## config.mk

```make
export PLATFORM = sky130hd
export DESIGN_NAME = shift_unit_pipelined
export DESIGN_NICKNAME = d
export VERILOG_FILES = /design/src/rtl/shift_unit_pkg.sv /design/src/rtl/shift_unit_stage.sv /design/src/rtl/shift_unit_pipelined.sv
export SDC_FILE = /design/constraint.sdc
export NUM_CORES = 1
export LEC_CHECK = 0
export CAP_MARGIN = 15
export CORE_MARGIN = 3
export CORE_UTILIZATION = 52
export CTS_CLUSTER_SIZE = 14
export DETAILED_ROUTE_END_ITERATION = 12
export GPL_ROUTABILITY_DRIVEN = 0
export PLACE_DENSITY = 0.8
export SYNTH_ARGS = -nofsm -noshare
export SYNTH_HDL_FRONTEND = slang
export SYNTH_SLANG_ARGS = --single-unit
```

## constraint.sdc

```tcl
create_clock -name clk -period 2.5 [get_ports clk]
set_input_delay 0.625 -clock clk [delete_from_list [all_inputs] [get_ports clk]]
set_output_delay 0.625 -clock clk [all_outputs]
set_load 0.005 [all_outputs]
```

## src/rtl/shift_unit_pkg.sv

```systemverilog
// Shared definitions for the pipelined shifter: op encodings and the payload
// that moves from stage to stage. Payload fields are sized for the largest
// supported configuration (WIDTH <= 64, TAG_W <= 16); each instance uses the
// low bits and keeps the rest at zero.
package shift_unit_pkg;

   localparam int unsigned OP_W       = 2;
   localparam int unsigned DATA_MAX_W = 64;
   localparam int unsigned AMT_MAX_W  = 6;
   localparam int unsigned TAG_MAX_W  = 16;

   localparam logic [OP_W-1:0] OP_SLL = 2'b00;
   localparam logic [OP_W-1:0] OP_SRL = 2'b01;
   localparam logic [OP_W-1:0] OP_SRA = 2'b10;
   localparam logic [OP_W-1:0] OP_ROR = 2'b11;

   typedef struct packed {
      logic [DATA_MAX_W-1:0] data;
      logic [OP_W-1:0]       op;
      logic                  range;
      logic                  sign;
      logic [AMT_MAX_W-1:0]  amt;
      logic [TAG_MAX_W-1:0]  tag;
      logic                  valid;
   } stage_payload_t;

endpackage

```

## src/rtl/shift_unit_stage.sv

```systemverilog
// One pipeline stage: conditionally shifts (or rotates) by 2^K when amount
// bit K is set, then registers the whole payload while advance is high.
// Ports: clk, rst_n, advance (global load enable), d (payload in), q (payload out).
// SHIFT_UNIT_ROTATE_EN adds the wrap path for OP_ROR.
module shift_unit_stage
   import shift_unit_pkg::*;
#(
   parameter int unsigned WIDTH = 32,
   parameter int unsigned K     = 0
) (
   input  logic           clk,
   input  logic           rst_n,
   input  logic           advance,
   input  stage_payload_t d,
   output stage_payload_t q
);

   localparam int unsigned       S         = 1 << K;
   localparam logic [WIDTH-1:0]  FILL_MASK = ~({WIDTH{1'b1}} >> S);

   logic [WIDTH-1:0] din;
   logic [WIDTH-1:0] shifted;
   stage_payload_t   nxt;

   assign din = d.data[WIDTH-1:0];

   // Conditional 2^K shift; SRA fills from the sign captured at acceptance
   always_comb begin
      shifted = din;
      if (d.amt[K]) begin
         case (d.op)
            OP_SLL:  shifted = din << S;
            OP_SRA:  shifted = (din >> S) | (FILL_MASK & {WIDTH{d.sign}});
`ifdef SHIFT_UNIT_ROTATE_EN
            OP_ROR:  shifted = (din >> S) | (din << (WIDTH - S));
`endif
            default: shifted = din >> S;
         endcase
      end
   end

   always_comb begin
      nxt      = d;
      nxt.data = DATA_MAX_W'(shifted);
   end

   // Payload register; everything holds while the output is stalled
   always_ff @(posedge clk or negedge rst_n) begin
      if (!rst_n) begin
         q <= '0;
      end else if (advance) begin
         q <= nxt;
      end
   end

endmodule

```

## src/rtl/shift_unit_pipelined.sv

```systemverilog
// Pipelined multi-mode shifter (SLL/SRL/SRA, optional ROR) with valid/ready
// on both sides. An entry register captures the decoded operation, then
// log2(WIDTH) stages each resolve one amount bit.
// Ports: clk, rst_n; in_valid/in_ready, op, X, Y, in_tag (request);
//        out_valid/out_ready, Z, out_tag (result).
// Macro SHIFT_UNIT_ROTATE_EN: op 11 rotates right by Y mod WIDTH; when
// undefined op 11 behaves exactly as SRL. TAG_W must not exceed 16.
module shift_unit_pipelined
   import shift_unit_pkg::*;
#(
   parameter int unsigned WIDTH = 32,
   parameter int unsigned TAG_W = 4
) (
   input  logic             clk,
   input  logic             rst_n,
   input  logic             in_valid,
   output logic             in_ready,
   input  logic [1:0]       op,
   input  logic [WIDTH-1:0] X,
   input  logic [WIDTH-1:0] Y,
   input  logic [TAG_W-1:0] in_tag,
   output logic             out_valid,
   input  logic             out_ready,
   output logic [WIDTH-1:0] Z,
   output logic [TAG_W-1:0] out_tag
);

   localparam int unsigned L = $clog2(WIDTH);

   logic           advance;
   logic           accept;
   logic           out_of_range;
   logic [1:0]     eff_op;
   stage_payload_t entry_d;
   stage_payload_t entry_q;
   stage_payload_t stage_q [L];
   logic           unused_tail;

   // Whole pipe moves together; a held result blocks new input
   assign advance  = !stage_q[L-1].valid || out_ready;
   assign in_ready = advance;
   assign accept   = in_valid && advance;

   assign out_of_range = |(Y >> L);

`ifdef SHIFT_UNIT_ROTATE_EN
   assign eff_op = op;
`else
   assign eff_op = (op == OP_ROR) ? OP_SRL : op;
`endif

   // Decode at acceptance: out-of-range shifts are resolved here so the
   // stages only ever see in-range amounts
   always_comb begin
      entry_d = '0;
      if (accept) begin
         entry_d.valid = 1'b1;
         entry_d.op    = eff_op;
         entry_d.range = out_of_range;
         entry_d.sign  = X[WIDTH-1];
         entry_d.tag   = TAG_MAX_W'(in_tag);
         if (out_of_range && (eff_op != OP_ROR)) begin
            entry_d.data = ((eff_op == OP_SRA) && X[WIDTH-1]) ?
                           DATA_MAX_W'({WIDTH{1'b1}}) : '0;
            entry_d.amt  = '0;
         end else begin
            entry_d.data = DATA_MAX_W'(X);
            entry_d.amt  = AMT_MAX_W'(Y[L-1:0]);
         end
      end
   end

   // Entry register; loads a bubble when nothing is accepted
   always_ff @(posedge clk or negedge rst_n) begin
      if (!rst_n) begin
         entry_q <= '0;
      end else if (advance) begin
         entry_q <= entry_d;
      end
   end

   for (genvar k = 0; k < L; k++) begin : g_stage
      stage_payload_t d_k;
      if (k == 0) begin : g_first
         assign d_k = entry_q;
      end else begin : g_next
         assign d_k = stage_q[k-1];
      end
      shift_unit_stage #(
         .WIDTH (WIDTH),
         .K     (k)
      ) u_stage (
         .clk     (clk),
         .rst_n   (rst_n),
         .advance (advance),
         .d       (d_k),
         .q       (stage_q[k])
      );
   end

   assign out_valid = stage_q[L-1].valid;
   assign Z         = WIDTH'(stage_q[L-1].data);
   assign out_tag   = TAG_W'(stage_q[L-1].tag);

   // Control fields that only matter inside the pipe end here
   assign unused_tail = ^stage_q[L-1];

endmodule

```

==> reports/qor.csv, run 1 <==
metric,value,unit
Sw Ratio,34.07,%
# port buffers,111,
Syn Nets,1480,
LEAKAGE,6.843,nW
crit path capture type,output pin,
Post-synth ARST share,100.0,%
H-tree depth,1,
count of different cell masters after synthesis,36,
Worst R2R Start,g_stage[1].u_stage.q[26],
synthesized area per cell,8.952,µm²
Worst Path Arrival,1.79,ns
clk buf depth,3,
CTS sink cnt,252,
CP Max Fanout,5,
FF-to-FF setup slack,0.73,ns
vias per inst,5.822,
sw power,0.004511,W
hpwl dp,19.20,mm
Initial Util,53.30,%
Core Area,0.02361,mm²
Worst Skew,0.02121,ns
startpoint types,input pin,
reg2reg path depth,4,
Syn Std Cell Area,0.01259,mm²
Yosys warning total,0,
Nets,1527,
post-synthesis register bit count,252,
"most common cell after layout, fill and taps aside",nand2_1,
sequential share of power,43.0,%
Layout area overhead,18.11,%
IO Count,112,
Setup CP Type,in2out,
hold buffer count at CTS,0,
Reg2Reg Capture Point,g_stage[2].u_stage.q[51],
final hold vios,0,
worst vdd ir,0.4951,mV
Slew @ Worst Pin,0.5858,ns
Mapped Cells,1406,
DRC violations left,0,
max-slew violation count,0,
layout cell share with drive strength beyond 1,8.294,%
die height,161.6,µm
grt ovf,0,
die footprint,0.02611,mm²
root buffer cell,clkbuf_16,
setup TNS,0,ns
"Cell Count, Final, Fillers Out",1790,
Synth Flop Type,dfrtp_1,
GRT Total Usage,21.78,%
Slew headroom,60.85,%
period utilization,96.59,%
number of antenna diodes,0,
antenna violations before repair,0,
FILL cells,1960,
Cell Rows,56,
Skew-Pair Late Insertion Delay,0.54,ns
largest net degree at the start of global routing,126,
"Req. time, crit path",1.88,ns
Fmax achieved,0.4141,GHz
Final Setup Violations,0,
Placed Cells,1743,
RSZ-0062 raised after global routing,no,
via count,10421,
Die X,161.6,µm
P_int,0.008729,W
CTS tree,yes,
Inserted Clock Buffers,27,
Tmin final,2.415,ns
vias in the first global route,9845,
Clk network pwr share,29.9,%
pwr/cell area,890.6,mW/mm²
clock-pin slew on the worst setup and hold paths,0.06,ns
outcome,finished clean,
post-synthesis sequential area ratio,50.10,%
Initial DRT Pass Iterations,6,
DRT iter0 DRCs,1033,
Hold Crit Class,in2async,
MaxCap Viol Count,0,
first-pass GRT wire length,48.20,mm
Comb power frac,27.2,%
Avg WL per Cell,15.96,µm
DRT antenna net count,0,
Post-synth EDFFs,0,
drt total wl,28.58,mm
"commonest non-fill, non-tap cells in the layout","384 x nand2_1, 252 x dfrtp_1, 129 x nor2_1, 110 x clkdlybuf4s50_1",
-- synth_stat cells, drive strengths merged (21+ instances only) --
cell type,instances,area (µm²)
a311oi,98,858.3
a31oi,30,187.7
a21o,98,735.7
a21oi,62,310.3
dfrtp,252,6306
nor2,129,484.2
o21ai,65,325.3
clkbuf,107,401.6
buf,21,116.4
a32oi,31,496.7
nand2,384,1441
nor2b,31,193.9
-- critical path, cell delays in order --
cell and delay (ns):
clkdlybuf4s50_1 0.50, nor2b_4 0.06, inv_4 0.09, clkdlybuf4s50_1 0.50
-- flip-flops by register name, summed over array words and instances, names as in the netlist --
register           flops
g_stage.u_stage.q    207
entry_q               45
-- per-stage QoR --
stage / instance area (µm²) / hold WS, ns / util [%] / worst slack (ns) / total power, W
2_1_floorplan: 12590 / 0.3294 / - / 0.4340 / 0.007904
3_3_place_gp: 13970 / 0.4459 / 59.17 / -0.1543 / 0.009179
3_5_place_dp: 13970 / 0.4558 / 59.17 / -0.1800 / 0.009341
4_1_cts: 14860 / 0.03349 / 62.95 / 0.02248 / 0.01334
5_1_grt: 14870 / 0.05608 / 62.96 / 0.05371 / 0.01403
6_report: 14870 / 0.03941 / 62.96 / 0.08531 / 0.01324
-- timing repair --
item,CTS,global route
setup endpoints to repair,0,1
setup buffers,0,0
gates resized for setup,0,1
-- kinds of logic (layout without fill, tap and decap cells) --
logic type | count (synthesis) | in the layout | share of synthesized area, %
buf+inv | 145 | 210 | 4.623
simple gates | 566 | 566 | 18.19
flops | 252 | 252 | 50.10
mux | 10 | 10 | 0.7953
compound gates | 433 | 433 | 26.28
-- final cells by class --
class	count	area [µm²]	share of cell area, %
clock buffers	34	742.0	4.991
clock inverters	13	148.9	1.002
inverters	17	66.31	0.4461
multi-input cells	1009	5712	38.42
flip-flops and latches	252	6306	42.42
well taps	319	399.1	2.685
repair buffers	146	1491	10.03
-- worst max path at each step --
| stage | endpoint | cells past startpoint | startpoint |
|---|---|---|---|
| 5_1_grt | in_ready | 4 | out_ready |
| 3_5_place_dp | entry_q[57] | 6 | Y[6] |
| 4_1_cts | in_ready | 4 | out_ready |
| 2_1_floorplan | entry_q[27] | 6 | Y[7] |
| 6_report | in_ready | 4 | out_ready |
| 3_3_place_gp | entry_q[57] | 6 | Y[7] |
-- layer usage --
metal | vias to the layer above | part of all wire [%] | global-route usage, %
met5 | - | 0 | 0
met1 | 5019 | 43 | 29.48
li1 | 5061 | - | -
met4 | 0 | 2.7 | 6.062
met3 | 52 | 5.0 | 3.078
met2 | 289 | 49 | 36.93
-- power groups by stage --
stage / clock [W] / combinational [W] / sequential, W
finish: 0.00395 / 0.00359 / 0.00569
global placement: 0 / 0.00347 / 0.00571
CTS: 0.00404 / 0.00361 / 0.00569
floorplan: 0 / 0.00237 / 0.00553
detailed placement: 0 / 0.00358 / 0.00576
global route: 0.00420 / 0.00401 / 0.00582
Note: power is estimated with default switching activity, not from simulation.
==> inputs of run 2 (changes only) <==
--- a/config.mk
+++ b/config.mk
@@ -6,7 +6,7 @@
 export NUM_CORES = 1
 export LEC_CHECK = 0
 export CAP_MARGIN = 15
-export CORE_MARGIN = 3
+export CORE_MARGIN = 1.5
 export CORE_UTILIZATION = 52
 export CTS_CLUSTER_SIZE = 14
 export DETAILED_ROUTE_END_ITERATION = 12
==> run 2 against run 1 <==
Core utilization grew 0.33 points. Die area is 3.7% lower. Final cell count up 0.45%. Non-clock buffer count is 7 higher. Flip-flop and latch count did not move. Worst setup slack worse by 0.027 ns. Clock power barely moved. Routed wire length down 2.2%. Clock-buffer cell count up 4. Fmax fell by 1.1%. Register-to-register slack got worse by 0.03 ns. Power grew 0.28%.
==> reports/qor.csv, run 2 (synthesized netlist as in run 1, its figures left out) <==
metric,value,unit,change
outcome,finished clean,,
Worst setup startpoint,out_ready,,
Initial DRT Pass Iterations,5,,-1
crit path capture type,output pin,,
max incr delay on CP,0.52,ns,+0.02 ns
CP Max Fanout,4,,-1
Cell Rows,56,,unchanged
Hold Crit Class,in2async,,
clock-pin slew on the worst setup and hold paths,0.06,ns,about the same
pwr/cell area,888.5,mW/mm²,-0.24%
Final Setup Violations,0,,unchanged
Die X,158.6,µm,-1.9%
Worst R2R Start,g_stage[4].u_stage.q[0],,
Resized cells post-CTS,0,,unchanged
FILL cells,1960,,unchanged
layout cell share with drive strength beyond 1,8.722,%,+0.43 points
Fin Hold WS,0.05134,ns,+0.01193 ns
H-tree depth,1,,unchanged
drt total wl,27.94,mm,-2.2%
clk buf depth,3,,unchanged
Worst Path Arrival,1.82,ns,+0.03 ns
via count,10452,,+0.30%
DRT antenna net count,0,,unchanged
IO Count,112,,unchanged
hpwl dp,19.18,mm,about the same
most used cell along the critical path,clkdlybuf4s50_1,,
Fmax achieved,0.4095,GHz,-1.1%
root buffer cell,clkbuf_16,,
Final Util,63.28,%,+0.33 points
die footprint,0.02515,mm²,-3.7%
Largest regs,"g_stage.u_stage.q (207), entry_q (45)",,
Pwr Total,0.01328,W,+0.28%
Setup CP Type,in2out,,
"most common cell after layout, fill and taps aside",nand2_1,,
CP cell instances,clkdlybuf4s50_1 -> nor2b_4 -> inv_2 -> clkdlybuf4s50_1,,
Initial Util,53.30,%,unchanged
MaxCap Viol Count,0,,unchanged
period utilization,97.68,%,+1.1 points
final hold vios,0,,unchanged
startpoint types,input pin,,
Tmin final,2.442,ns,+0.02740 ns
post-CTS setup buffers,0,,unchanged
Nets,1534,,+0.46%
setup TNS,0,ns,unchanged
vias per inst,5.813,,-0.15%
Inserted Clock Buffers,27,,unchanged
FF-to-FF setup slack,0.70,ns,-0.03 ns
worst vdd ir,0.4913,mV,-0.75%
GRT Total Usage,22.82,%,+1.0 points
Slew headroom,58.23,%,-2.6 points
number of flip-flops in the largest register,207,,unchanged
Slowest cell on crit path,clkdlybuf4s50_1,,
hold buffer count at CTS,0,,unchanged
"Req. time, crit path",1.88,ns,about the same
reg2reg path depth,6,,+2
antenna violations before repair,0,,unchanged
die height,158.6,µm,-1.9%
Slew @ Worst Pin,0.6251,ns,+0.03929 ns
number of antenna diodes,0,,unchanged
grt ovf,0,,unchanged
largest net degree at the start of global routing,107,,-15%
Layout area overhead,18.73,%,
Worst Skew,0.02050,ns,-0.0007126 ns
RSZ-0062 raised after global routing,no,,
DRC violations left,0,,unchanged
# port buffers,111,,unchanged
"commonest non-fill, non-tap cells in the layout","384 x nand2_1, 252 x dfrtp_1, 129 x nor2_1, 110 x clkdlybuf4s50_1",,
DRT iter0 DRCs,734,,-29%
vias in the first global route,9521,,-3.3%
CTS sink cnt,252,,unchanged
Reg2Reg Capture Point,entry_q[34],,
CTS tree,yes,,
first-pass GRT wire length,46.59,mm,-3.3%
Skew-Pair Late Insertion Delay,0.54,ns,about the same
Avg WL per Cell,15.54,µm,-2.6%
max-slew violation count,0,,unchanged
LEAKAGE,6.897,nW,+0.79%
Core Area,0.02361,mm²,unchanged
Reg with most FFs,g_stage.u_stage.q,,
==> run 2: changes by cell type in the layout (fill, tap and decap cells not counted), sizes merged <==
| cell | previous run | this run |
|---|---|---|
| buf | 36 | 43 |
| clkinv | 8 | 7 |
| clkinvlp | 3 | 1 |
| clkbuf | 34 | 38 |
==> run 2: layer usage <==
metal	wire (µm)	global-route usage (%)	share of wire, %
met5	0	0	0
met4	726	6.943	2.6
met3	1185	2.667	4.2
met2	13730	38.14	49
met1	12300	31.27	44
==> run 2: worst max path at each step <==
| stage | to | slack (ns) | cells past startpoint |
|---|---|---|---|
| finish | in_ready | 0.06 | 4 |
| global route | in_ready | 0.03 | 4 |
| CTS | in_ready | 0.04 | 4 |
| detailed placement | entry_q[57] | -0.11 | 6 |
| global placement | entry_q[57] | -0.08 | 6 |
| floorplan | entry_q[27] | 0.43 | 6 |
==> run 2: metrics by stage <==
| stage | area [µm²] | instances | setup WS, ns |
|---|---|---|---|
| floorplan | 12590 | 1406 | 0.4340 |
| global placement | 14050 | 1750 | -0.08456 |
| detailed placement | 14050 | 1750 | -0.1099 |
| CTS | 14940 | 1798 | 0.04456 |
| global route | 14940 | 1798 | 0.02922 |
| finish | 14940 | 1798 | 0.05792 |
==> run 2: final cells by class <==
class | count | area, µm² | share of cell area (%)
Sequential cell | 252 | 6306 | 42.20
Multi-Input combinational cell | 1009 | 5712 | 38.22
Timing Repair Buffer | 153 | 1569 | 10.50
Clock buffer | 38 | 787.0 | 5.267
Tap cell | 319 | 399.1 | 2.671
Clock inverter | 10 | 106.4 | 0.7117
Inverter | 17 | 63.81 | 0.4270
==> run 2: critical path, delay by kind of cell <==
family	cells	cell delay, ns
buffers and inverters	3	1.13
and+or+nand+nor	1	0.06
==> run 2: power by group <==
| group | total, W | internal, W | switching, W | leakage, nW |
|---|---|---|---|---|
| clock network | 0.00398 | 0.00239 | 0.00159 | 0.444 |
| logic | 0.00360 | 0.00149 | 0.00211 | 3.05 |
| registers | 0.00569 | 0.00495 | 0.000738 | 3.40 |
